### config.mk
export PLATFORM = sky130hd
export DESIGN_NAME = bank_isu_iq_gen
export DESIGN_NICKNAME = d
export VERILOG_FILES = /design/src/rtl/bank_isu_pkg.sv /design/src/rtl/bank_isu_age_arb.sv /design/src/rtl/bank_isu_iq_gen.sv
export SDC_FILE = /design/constraint.sdc
export NUM_CORES = 1
export LEC_CHECK = 0
export BUFFER_PORTS_ARGS = -buffer_cell sky130_fd_sc_hd__buf_2
export CAP_MARGIN = 5
export CELL_PAD_IN_SITES_DETAIL_PLACEMENT = 1
export CELL_PAD_IN_SITES_GLOBAL_PLACEMENT = 2
export CORE_MARGIN = 4
export CORE_UTILIZATION = 42
export CTS_CLUSTER_DIAMETER = 120
export DETAILED_ROUTE_END_ITERATION = 6
export PLACE_DENSITY_LB_ADDON = 0.2
export SKIP_LAST_GASP = 1
export SLEW_MARGIN = 40
export SYNTH_ARGS = -nofsm -noshare
export SYNTH_HDL_FRONTEND = slang
export SYNTH_SLANG_ARGS = --single-unit
### constraint.sdc
create_clock -name clk_i -period 6.5 [get_ports clk_i]
set_clock_uncertainty 0.1 [all_clocks]
set_input_delay 0.325 -clock clk_i [delete_from_list [all_inputs] [get_ports clk_i]]
set_output_delay 0.325 -clock clk_i [all_outputs]
set_load 0.01 [all_outputs]
### src/rtl/bank_isu_pkg.sv
// Shared types for the bank issue queue:
// SRAM-controller opcodes, request opcode bits, entry payload.
package bank_isu_pkg;

  localparam logic [1:0] SC_OP_WRITE   = 2'd0;
  localparam logic [1:0] SC_OP_READ    = 2'd1;
  localparam logic [1:0] SC_OP_READ_LF = 2'd2;
  localparam logic [1:0] SC_OP_WB      = 2'd3;

  localparam int REQ_OP_WRITE = 0;
  localparam int REQ_OP_EVICT = 1;

  // Entry field widths; the top-level defaults match these.
  localparam int E_CH_W   = 2;
  localparam int E_ROB_W  = 3;
  localparam int E_SWO_W  = 7;
  localparam int E_WBUF_W = 8;

  typedef struct packed {
    logic [E_CH_W-1:0]   ch;
    logic [E_ROB_W-1:0]  rob;
    logic [E_SWO_W-1:0]  swo;
    logic [E_WBUF_W-1:0] wbuf;
    logic [3:0]          state;
    logic                is_write;
    logic                need_lf;
    logic                evict;
  } entry_t;

endpackage

### src/rtl/bank_isu_age_arb.sv
// Rotating-priority find-first: oldest set request from bptr_i.
// Ports: req_i (per slot), bptr_i -> select_ptr_o, any_valid_o.
module bank_isu_age_arb #(
  parameter int PTR_WIDTH = 3
) (
  input  logic [2**PTR_WIDTH-1:0] req_i,
  input  logic [PTR_WIDTH-1:0]    bptr_i,
  output logic [PTR_WIDTH-1:0]    select_ptr_o,
  output logic                    any_valid_o
);

  localparam int DEPTH = 2**PTR_WIDTH;

  logic [PTR_WIDTH-1:0] idx;

  // Walk from youngest to oldest so the oldest hit wins.
  always_comb begin
    select_ptr_o = bptr_i;
    any_valid_o  = 1'b0;
    idx          = bptr_i;
    for (int k = DEPTH-1; k >= 0; k--) begin
      idx = bptr_i + PTR_WIDTH'(k);
      if (req_i[idx]) begin
        select_ptr_o = idx;
        any_valid_o  = 1'b1;
      end
    end
  end

endmodule

### src/rtl/bank_isu_iq_gen.sv
// Issue queue between bank hit/tag unit and SRAM controller.
// Ports: req_* enqueue, biu_isu_r* linefill wake, channel_pop_i
// credit return, iq_sc_* issue handshake, iq_count_o occupancy.
module bank_isu_iq_gen
  import bank_isu_pkg::*;
#(
  parameter int PTR_WIDTH   = 3,
  parameter int CH_NUM      = 4,
  parameter int CH_W        = 2,
  parameter int CREDIT_W    = 3,
  parameter int CREDIT_INIT = 4,
  parameter int SWO_W       = 7,
  parameter int ROB_W       = 3,
  parameter int WBUF_W      = 8
) (
  input  logic                  clk_i,
  input  logic                  rst_i,
  input  logic                  req_valid_i,
  output logic                  req_allowIn_o,
  input  logic [1:0]            req_opcode_i,
  input  logic                  req_need_linefill_i,
  input  logic                  req_cacheline_inflight_i,
  input  logic [CH_W-1:0]       req_ch_id_i,
  input  logic [ROB_W-1:0]      req_rob_id_i,
  input  logic [SWO_W-1:0]      req_set_way_offset_i,
  input  logic [WBUF_W-1:0]     req_wbuffer_id_i,
  input  logic [3:0]            req_line_state_i,
  input  logic                  biu_isu_rvalid_i,
  input  logic [SWO_W-2:0]      biu_isu_rid_i,
  input  logic [CH_NUM-1:0]     channel_pop_i,
  output logic                  iq_sc_valid_o,
  input  logic                  iq_sc_ready_i,
  output logic [1:0]            iq_sc_opcode_o,
  output logic [CH_W-1:0]       iq_sc_channel_id_o,
  output logic [ROB_W-1:0]      iq_sc_rob_id_o,
  output logic [SWO_W-1:0]      iq_sc_set_way_offset_o,
  output logic [WBUF_W-1:0]     iq_sc_wbuffer_id_o,
  output logic [3:0]            iq_sc_line_state_o,
  output logic [SWO_W-2:0]      iq_linefill_raddr_o,
  output logic [PTR_WIDTH:0]    iq_count_o
);

  localparam int DEPTH = 2**PTR_WIDTH;

  logic [DEPTH-1:0]     valid_q, valid_d;
  logic [DEPTH-1:0]     rdy_q, rdy_d;
  entry_t               ent_q [DEPTH];
  logic [PTR_WIDTH-1:0] wptr_q, wptr_d;
  logic [PTR_WIDTH-1:0] bptr_q, bptr_d;
  logic [PTR_WIDTH:0]   cnt_q, cnt_d;
  logic [CREDIT_W-1:0]  cred_q [CH_NUM];
  logic [CREDIT_W-1:0]  cred_d [CH_NUM];

  logic [DEPTH-1:0]     elig;
  logic [PTR_WIDTH-1:0] sel;
  logic                 any;
  entry_t               sel_e;
  entry_t               req_e;
  logic                 enq, fire, retire, lf_hit;
  logic                 take_cred;
  logic [CH_NUM-1:0]    take;

  assign req_allowIn_o = cnt_q != (PTR_WIDTH+1)'(DEPTH);
  assign enq    = req_valid_i & req_allowIn_o;
  assign fire   = any & iq_sc_ready_i;
  assign retire = (cnt_q != '0) & ~valid_q[bptr_q];
  assign sel_e  = ent_q[sel];
  assign lf_hit = biu_isu_rvalid_i &
                  (biu_isu_rid_i == req_set_way_offset_i[SWO_W-1:1]);

  // Write-back and write phases never spend a read credit.
  assign take_cred = fire & ~sel_e.evict & ~sel_e.is_write;

  always_comb begin
    req_e          = '0;
    req_e.ch       = req_ch_id_i;
    req_e.rob      = req_rob_id_i;
    req_e.swo      = req_set_way_offset_i;
    req_e.wbuf     = req_wbuffer_id_i;
    req_e.state    = req_line_state_i;
    req_e.is_write = req_opcode_i[REQ_OP_WRITE];
    req_e.need_lf  = req_need_linefill_i;
    req_e.evict    = req_opcode_i[REQ_OP_EVICT];
  end

  always_comb begin
    elig = '0;
    for (int i = 0; i < DEPTH; i++) begin
      elig[i] = valid_q[i] & (ent_q[i].evict |
                (rdy_q[i] & (ent_q[i].is_write |
                 (cred_q[ent_q[i].ch] != '0))));
    end
  end

  bank_isu_age_arb #(
    .PTR_WIDTH (PTR_WIDTH)
  ) u_arb (
    .req_i        (elig),
    .bptr_i       (bptr_q),
    .select_ptr_o (sel),
    .any_valid_o  (any)
  );

  always_comb begin
    valid_d = valid_q;
    rdy_d   = rdy_q;
    wptr_d  = wptr_q;
    bptr_d  = bptr_q;
    for (int i = 0; i < DEPTH; i++) begin
      if (valid_q[i] && biu_isu_rvalid_i &&
          biu_isu_rid_i == ent_q[i].swo[SWO_W-1:1])
        rdy_d[i] = 1'b1;
    end
    // An evict entry stays queued for its linefill read.
    if (fire && !sel_e.evict)
      valid_d[sel] = 1'b0;
    if (retire)
      bptr_d = bptr_q + 1'b1;
    if (enq) begin
      valid_d[wptr_q] = 1'b1;
      rdy_d[wptr_q]   = ~(req_need_linefill_i |
                          req_cacheline_inflight_i) | lf_hit;
      wptr_d          = wptr_q + 1'b1;
    end
    cnt_d = cnt_q + (PTR_WIDTH+1)'(enq) - (PTR_WIDTH+1)'(retire);
  end

  always_comb begin
    take = '0;
    for (int c = 0; c < CH_NUM; c++) begin
      take[c]   = take_cred & (sel_e.ch == CH_W'(c));
      cred_d[c] = cred_q[c];
      if (channel_pop_i[c] && !take[c]) begin
        if (cred_q[c] != CREDIT_W'(CREDIT_INIT))
          cred_d[c] = cred_q[c] + 1'b1;
      end else if (take[c] && !channel_pop_i[c]) begin
        cred_d[c] = cred_q[c] - 1'b1;
      end
    end
  end

  always_ff @(posedge clk_i or posedge rst_i) begin
    if (rst_i) begin
      valid_q <= '0;
      rdy_q   <= '0;
      wptr_q  <= '0;
      bptr_q  <= '0;
      cnt_q   <= '0;
      for (int c = 0; c < CH_NUM; c++)
        cred_q[c] <= CREDIT_W'(CREDIT_INIT);
    end else begin
      valid_q <= valid_d;
      rdy_q   <= rdy_d;
      wptr_q  <= wptr_d;
      bptr_q  <= bptr_d;
      cnt_q   <= cnt_d;
      for (int c = 0; c < CH_NUM; c++)
        cred_q[c] <= cred_d[c];
    end
  end

  // Payload is qualified by valid_q, so it needs no reset.
  always_ff @(posedge clk_i) begin
    if (enq)
      ent_q[wptr_q] <= req_e;
    if (fire && sel_e.evict)
      ent_q[sel].evict <= 1'b0;
  end

  always_comb begin
    if (sel_e.evict)
      iq_sc_opcode_o = SC_OP_WB;
    else if (sel_e.is_write)
      iq_sc_opcode_o = SC_OP_WRITE;
    else if (sel_e.need_lf)
      iq_sc_opcode_o = SC_OP_READ_LF;
    else
      iq_sc_opcode_o = SC_OP_READ;
  end

  assign iq_sc_valid_o          = any;
  assign iq_sc_channel_id_o     = sel_e.ch;
  assign iq_sc_rob_id_o         = sel_e.rob;
  assign iq_sc_set_way_offset_o = sel_e.swo;
  assign iq_sc_wbuffer_id_o     = sel_e.wbuf;
  assign iq_sc_line_state_o     = sel_e.state;
  assign iq_linefill_raddr_o    = sel_e.swo[SWO_W-1:1];
  assign iq_count_o             = cnt_q;

endmodule

# Yosys cells after proc, flatten, opt, wreduce, memory -nomap -nowiden
# Memory sizes are Yosys's and may differ from the RTL's.
# Index checks and enable logic that the tools add are counted.
[totals] regBits=38 ramBits=216 in_bits=43 output_inout_bits=38 elab_cells=276 mem_count=1
[op_classes] add_sub_neg=18 magnitude_cmp=20 eq_ne=21 mux=93 bitwise_logic=59 n_reduce_logical=55
[memory_table] name="ent_q" words=8 width=27 read_ports=9 rd_clocked_by_memory_dff=0 wr=2 line="bank_isu_iq_gen.sv:47" text="entry_t ent_q [DEPTH];"
[ops] cell="$mux 3" n=36
[ops] cell="$eq 6x6->1" n=9
[ops] cell="$bmux 3 s2" n=8
[ops] cell="$lt 3x4->1 const B" n=10
[ops] cell="$mux 1" n=31
[ops] cell="$logic_and 1x1->1" n=28
[ops] cell="$bmux 1 s3" n=9
[ops] cell="$and 1x1->1" n=26
[ops] cell="$ge 3x3->1 const B" n=8
[ops] cell="$mux 8" n=3
[ops] cell="$not 2->3" n=8
[ops] cell="$reduce_bool 3->1" n=8
[ops] cell="$add 3x1->3 const B" n=6
[ops] cell="$or 1x1->1" n=18
[ops] cell="$add 3x3->3 const B" n=4
[ops] cell="$ne 3x3->1 const B" n=4
[ops] cell="$sub 3x1->3 const B" n=4
[ops] cell="$logic_not 1->1" n=9
[ops] cell="$and 8x8->8" n=1
[ops] cell="$bwmux 8" n=1
[ops] cell="$ne 2x1->1 const B" n=4
[ops] cell="$not 8->8" n=1
[ops] cell="$or 8x8->8" n=1
[ops] cell="$reduce_and 2->1" n=4
[ops] cell="other kinds (13)" n=25

# Logic depth before layout (Yosys ltp)
[depth] word_depth=28 depth_mapped=26 mapped_depth_nobuf=21

# By module
# Synthesis repeated with hierarchy kept, for this count alone.
[hier_totals] hier_cells=928 area_unflattened_um2=12211.7
[by_module_without_submodules] module="bank_isu_iq_gen" n_inst=1 cells_each=826 area_per_inst_um2=11320.9 seq_area_each_um2=7362.1
[by_module_without_submodules] module="bank_isu_age_arb" n_inst=1 cells_each=102 area_per_inst_um2=890.9 seq_area_each_um2=0.0

# Worst setup path after synthesis
# Ideal clock, no wire load.
[synth_path] kind="reg2reg" start="reg cred_q[6] in the netlist's numbering" end="reg cred_q[5] in the netlist's numbering" setup_time_ps=81 arrival_ps=5139 t_required_ps=6319 setup_slack_ps=1179 path_stages_with_launch=25 path_buffers=5 period_less_slack_ps=5321 path_cell_list="dfrtp_1 -> buf_2 -> or4b_4 -> a2111oi_4 -> or3_1 -> buf_4 -> o221ai_1 -> o32a_1 -> or4b_1 -> buf_2 -> a211oi_2 -> a211oi_2 -> buf_6 -> nand3_4 -> a21oi_1 -> or4_4 -> and4b_1 -> buf_4 -> nand2_1 -> nand2_1 -> fa_1 -> o21ai_0 -> o21ai_0 -> a22o_1 -> o211ai_1"
[synth_via] elab_cells_between_ends=111 cone_classes="eq/ne (2); mux (57); bitwise (38); reduce/logical (13); memory (1)"
[synth_rtl] item="start: declaration" line="bank_isu_iq_gen.sv:51" text="logic [CREDIT_W-1:0] cred_q [CH_NUM];"
[synth_rtl] item="start signal: indexed assignment" line="bank_isu_iq_gen.sv:150" text="cred_q[c] <= CREDIT_W'(CREDIT_INIT);"
[synth_rtl] item="start signal: indexed assignment" line="bank_isu_iq_gen.sv:158" text="cred_q[c] <= cred_d[c];"
[synth_rtl] item="$bmux 3 s2" line="bank_isu_iq_gen.sv:91" text="(cred_q[ent_q[i].ch] != '0))));"
[synth_rtl] item="$mux 3 (not written as such) (2 in series)" line="bank_isu_iq_gen.sv:91"
[synth_rtl] item="$reduce_bool 3->1" line="bank_isu_iq_gen.sv:91"
[synth_rtl] item="$or 1x1->1" line="bank_isu_iq_gen.sv:90" text="(rdy_q[i] & (ent_q[i].is_write |"
[synth_rtl] item="$and 1x1->1" line="bank_isu_iq_gen.sv:90"
[synth_rtl] item="$or 1x1->1" line="bank_isu_iq_gen.sv:89" text="elig[i] = valid_q[i] & (ent_q[i].evict |"
[synth_rtl] item="$and 1x1->1" line="bank_isu_iq_gen.sv:89"
[synth_rtl] item="$bmux 1 s3" line="bank_isu_age_arb.sv:23" text="if (req_i[idx]) begin"
[synth_rtl] item="[... 9 more ...]"
[synth_rtl] item="$mem_v2 8x27 (*)"
[synth_rtl] item="net iq_sc_channel_id_o[1]" line="bank_isu_iq_gen.sv:34" text="output logic [CH_W-1:0] iq_sc_channel_id_o,"
[synth_rtl] item="$eq 2x2->1 (*)" line="bank_isu_iq_gen.sv:131" text="take[c] = take_cred & (sel_e.ch == CH_W'(c));"
[synth_rtl] item="$and 1x1->1 (*)" line="bank_isu_iq_gen.sv:131"
[synth_rtl] item="$logic_not 1->1" line="bank_isu_iq_gen.sv:133" text="if (channel_pop_i[c] && !take[c]) begin"
[synth_rtl] item="$logic_and 1x1->1" line="bank_isu_iq_gen.sv:133"
[synth_rtl] item="$ne 2x1->1 (no line) / $reduce_bool 2->1 (equally long branches)"
[synth_rtl] item="$reduce_and 2->1 (no line)"
# The timed path passes the listed nets; every way through them passes the cells marked *. The select of a mux whose other input is x is not followed.
# A chain may end at the register's enable or synchronous reset.

# Worst setup path after layout
[layout_path] start="reg cred_q[6] in the netlist's numbering" end="out iq_linefill_raddr_o[1]"
[layout_via] elab_chain_cells=19 elab_cells_between_ends=89 cone_classes="mux (48); bitwise (32); reduce/logical (8); memory (1)"
[layout_lines] item="$bmux 3 s2" line="bank_isu_iq_gen.sv:91"
[layout_lines] item="$mux 3 (not written as such) (2 in series)" line="bank_isu_iq_gen.sv:91"
[layout_lines] item="$reduce_bool 3->1" line="bank_isu_iq_gen.sv:91"
[layout_lines] item="$or 1x1->1" line="bank_isu_iq_gen.sv:90"
[layout_lines] item="$and 1x1->1" line="bank_isu_iq_gen.sv:90"
[layout_lines] item="$or 1x1->1" line="bank_isu_iq_gen.sv:89"
[layout_lines] item="$and 1x1->1" line="bank_isu_iq_gen.sv:89"
[layout_lines] item="$bmux 1 s3" line="bank_isu_age_arb.sv:23"
[layout_lines] item="$mux 1 (not written as such)" line="bank_isu_age_arb.sv:23"
[layout_lines] item="$mux 3 (7 in series)" line="bank_isu_age_arb.sv:23"
[layout_lines] item="$mux 3 (*)" line="bank_isu_age_arb.sv:23"
[layout_lines] item="$mem_v2 8x27 (*)"
[layout_lines] item="end: declaration" line="bank_isu_iq_gen.sv:39" text="output logic [SWO_W-2:0] iq_linefill_raddr_o,"
# Every way passes the cells marked *; elsewhere a longest branch is shown, timed or not. The select of a mux whose other input is x is not followed.

==> summary.md <==
| Metric | Value |
|---|---|
| Status | finished, final reports clean |
| Via/cell ratio | 6.03 |
| Reg2reg path depth | 19 |
| Die Span Y | 184 µm |
| Worst rel slew slack | 50.0% |
| Final WS setup | 0.164 ns |
| DR pass1 iterations | 7 |
| Crit Path Class | reg2out |
| First-pass GRT wire length | 61.8 mm |
| Ys async rst share | 15.0% |
| DR WL/cell | 24.7 µm |
| Setup crit end kind | output pin |
| Clock tree buffer depth | 3 |
| CP Launch Type | flip-flop |
| Clock Sinks | 254 |
| Crit path max fanout | 43 |
| Most used flip-flop cell after synthesis | edfxtp_1 |
| Root Buffer Master | clkbuf_16 |
| Total number of vias | 9762 |
| Hold Path End | ent_q[1][1]$_DFFE_PP_ |
| Postcts setup bufs | 0 |
| CTS tree | done |
| Nets | 1257 |
| Mapped Area | 13000 µm² |
| CP required | 6.07 ns |
| Final min period | 6.34 ns |
| Post-synthesis sequential area ratio | 56.5% |
| Max cap viols | 0 |
| WHS Path Cells | 1 |
| Largest family of logic cells by synthesized area | compound AO/OA/AOI/OAI gates |
| Critical path's top delay family | compound AO/OA/AOI/OAI gates |
| Sum of negative setup slack | 0 ns |
| Gp weighted congestion | 0.882 |
| GRT Residual Overflow | 0 |
| Final Slew Violations | 0 |
| Clk Latency, worst-skew pair | 0.57 ns |
| Core ar. | 30600 µm² |
| Synth warnings | 0 |
| HP Class | in2reg |
| RSZ-0062 raised after global routing | true |
| Tcrit/Tclk final | 97.5% |
| Crit path DAT | 5.91 ns |
| Synth top area share | 47.9% |
| GRT Util Overall | 23.5% |
| Post-synth EDFFs | 208 |
| Count of cell types in the netlist | 94 |
| FF+latch count, synth | 254 |
| Most area-consuming cells after synthesis | edfxtp_1, dfrtp_1, mux2i_1, xnor2_1, nand2_1 |
| Synthesis-to-finish area growth | 15.8% |
| Met1 Usage GRT | 32.3% |
| Post-Synth XOR/XNOR Area | 4.10% |
| Largest net degree at the start of global routing | 44 |
| Final ANT Viol Nets | 0 |
| Met2 usage | 39.5% |
| Initial antenna violation count | 2 |
| Share of layout cells above drive strength 1 | 17.0% |
| Reg2Reg Setup Slack | 0.28 ns |
| Slowest stage delay, CP | 0.58 ns |
| Met3 Use GR | 3.26% |
| Least-Margin Pin Slew | 0.748 ns |
| Post-synthesis net count | 1156 |
| Remaining DRCs | 0 |
| IO buf count | 80 |
| GRT Max-Usage Layer | met2 |
| Synth area leader | edfxtp_1 |
| Cells after Synth | 1099 |
| Worst path most repeated cell | buf_4 |
| Post-synthesis adder-cell area fraction | 1.63% |
| Final wirelength | 39.9 mm |
| Critical path buffer and inverter count | 4 |
| Synthesized area per cell | 11.9 µm² |
| Pre-CTS setup slack | 0.217 ns |
| Die X | 184 µm |
| Compound-gate portion of the synthesized area | 15.7% |
| Die ar. | 33900 µm² |
| Synth Area in Simple Gates | 12.6% |
| H-tree depth | 1 |
| Iteration-0 DRC Markers | 774 |
| Final instance area | 15100 µm² |
| Critical path's slowest cell | or4b_4 |
| Hold Fails Final Rpt | 0 |
| Num ports | 81 |
| Reg2Reg Launch Point | cred_q[9]$_DFFE_PP0P_ |
| Row cnt | 64 |
| Total CTS buffers | 28 |
| Min-Delay Startpoint | req_need_linefill_i |
| Final setup fails | 0 |
| Initial core utilization | 42.6% |
| Vias in the first global route | 10200 |
| Placed cell area | 13900 µm² |
| DP HPWL | 27.5 mm |
| Mux contribution to synthesized area | 5.71% |
| Maximum clock frequency | 158 MHz |
| Worst-path cell chain | or4b_4 -> a2111oi_4 -> nor3_1 -> mux4_2 -> a2111oi_0 -> a22oi_1 -> o211a_1 -> nor2_4 -> buf_4 -> buf_8 -> nor2_1 -> buf_4 -> a222oi_1 -> o21ai_0 -> buf_2 |
| Clock transition at path regs | 0.06 ns |
| Reg2reg end | cred_q[8]$_DFFE_PP1P_ |
==> worst max path at each step <==
stage	from	end	slack, ns	cells past startpoint
final	cred_q[6]$_DFFE_PP0P_	iq_linefill_raddr_o[1]	0.16	15
after global routing	cred_q[6]$_DFFE_PP0P_	iq_linefill_raddr_o[1]	-0.03	17
after CTS	cred_q[6]$_DFFE_PP0P_	iq_linefill_raddr_o[1]	0.15	15
after detailed placement	cred_q[6]$_DFFE_PP0P_	cred_q[4]$_DFFE_PP0P_	0.22	17
after global placement	cred_q[6]$_DFFE_PP0P_	cred_q[4]$_DFFE_PP0P_	0.41	17
after floorplan	cred_q[6]$_DFFE_PP0P_	cred_q[5]$_DFFE_PP1P_	1.18	24
==> synth_stat cells (9+ instances only) <==
| library cell | instances |
|---|---|
| xor2_1 | 18 |
| o221ai_1 | 14 |
| edfxtp_1 | 208 |
| nand2_1 | 97 |
| clkbuf_1 | 38 |
| inv_1 | 36 |
| nor2_1 | 55 |
| mux2i_1 | 53 |
| ha_1 | 9 |
| o22a_1 | 11 |
| nand2b_1 | 9 |
| a21oi_1 | 43 |
| o21a_1 | 9 |
| o31ai_1 | 9 |
| o211ai_1 | 11 |
| buf_4 | 10 |
| buf_2 | 15 |
| o21ai_0 | 47 |
| xnor2_1 | 43 |
| o22ai_1 | 16 |
| nor3_1 | 19 |
| nand3_1 | 59 |
| nor4_1 | 16 |
| dfrtp_1 | 34 |
| a22oi_1 | 16 |
==> timing repair <==
action,4_1_cts,5_1_grt
hold buffers,26,0
gates resized for setup,1,6
pin swaps,0,1
hold endpoints to repair,234,0
setup endpoints to repair,2,19
==> state kept, by name, indices dropped and copies added, names as in the netlist <==
name,cells
valid_q,8
ent_q,216
rdy_q,8
bptr_q,3
wptr_q,3
cred_q,12
iq_count_o,4
==> stage by stage <==
stage	utilization [%]	hold slack (ns)	instances
detailed placement	45.4	0.405	1540
CTS	49.3	0.00232	1617
floorplan	-	0.324	1099
global route	49.3	0.00225	1617
global placement	45.4	0.400	1540
finish	49.3	0.0229	1618
==> cell usage in the layout, fill, tap and decap left out, types with 6 or more instances in the layout <==
cell             n
or2_2            7
or3_1            6
o21ai_0         47
a222oi_1         8
clkinv_2         6
ha_1             9
o22ai_1         16
nand3b_1         8
dfrtp_1         34
clkbuf_16       28
mux4_2           8
o211ai_1        11
edfxtp_1       208
nand3_1         59
xnor2_1         43
o221ai_1        13
nand2_1         97
buf_2           80
nor4_1          16
nor3_1          19
nand2b_1         9
clkinv_1         6
o31ai_1          9
dfxtp_1          8
o22a_1          11
o21a_1           9
a211oi_1         7
o2111ai_1        7
mux2i_1         53
buf_4           34
inv_1           35
dlygate4sd3_1   26
a21oi_1         43
a221oi_1         6
a22oi_1         16
a21o_1           7
nor2_1          51
xor2_1          18
==> final cells by class <==
| type | instances | area, µm² |
|---|---|---|
| Sequential cell | 254 | 7360 |
| Clock buffer | 33 | 719 |
| Multi-Input combinational cell | 738 | 5250 |
| Clock inverter | 18 | 193 |
| Tap cell | 396 | 495 |
| Timing Repair Buffer | 141 | 931 |
| Inverter | 37 | 139 |
| Antenna cell | 1 | 2.50 |
| Fill cell | 3232 | 15500 |
==> per-layer routing <==
layer	part of all wire, %	vias up
met2	49	261
met4	2.7	2
met5	0.033	-
met1	44	4980
met3	5.1	69
li1	-	4450
==> logic make-up (layout without fill, tap and decap cells) <==
| family | Yosys count | after routing |
|---|---|---|
| AO/OA/AOI/OAI | 278 | 278 |
| XOR/XNOR | 61 | 61 |
| adder cells (fa/ha/maj) | 14 | 14 |
| buffers and inverters | 107 | 229 |
| flip-flops | 254 | 254 |
| multiplexers | 64 | 64 |
| other | 0 | 1 |
| AND/OR/NAND/NOR | 321 | 321 |
Power is left out: the tool's default activity adds up to more than one toggle a clock period on the data nets, which glitch-free logic cannot reach.
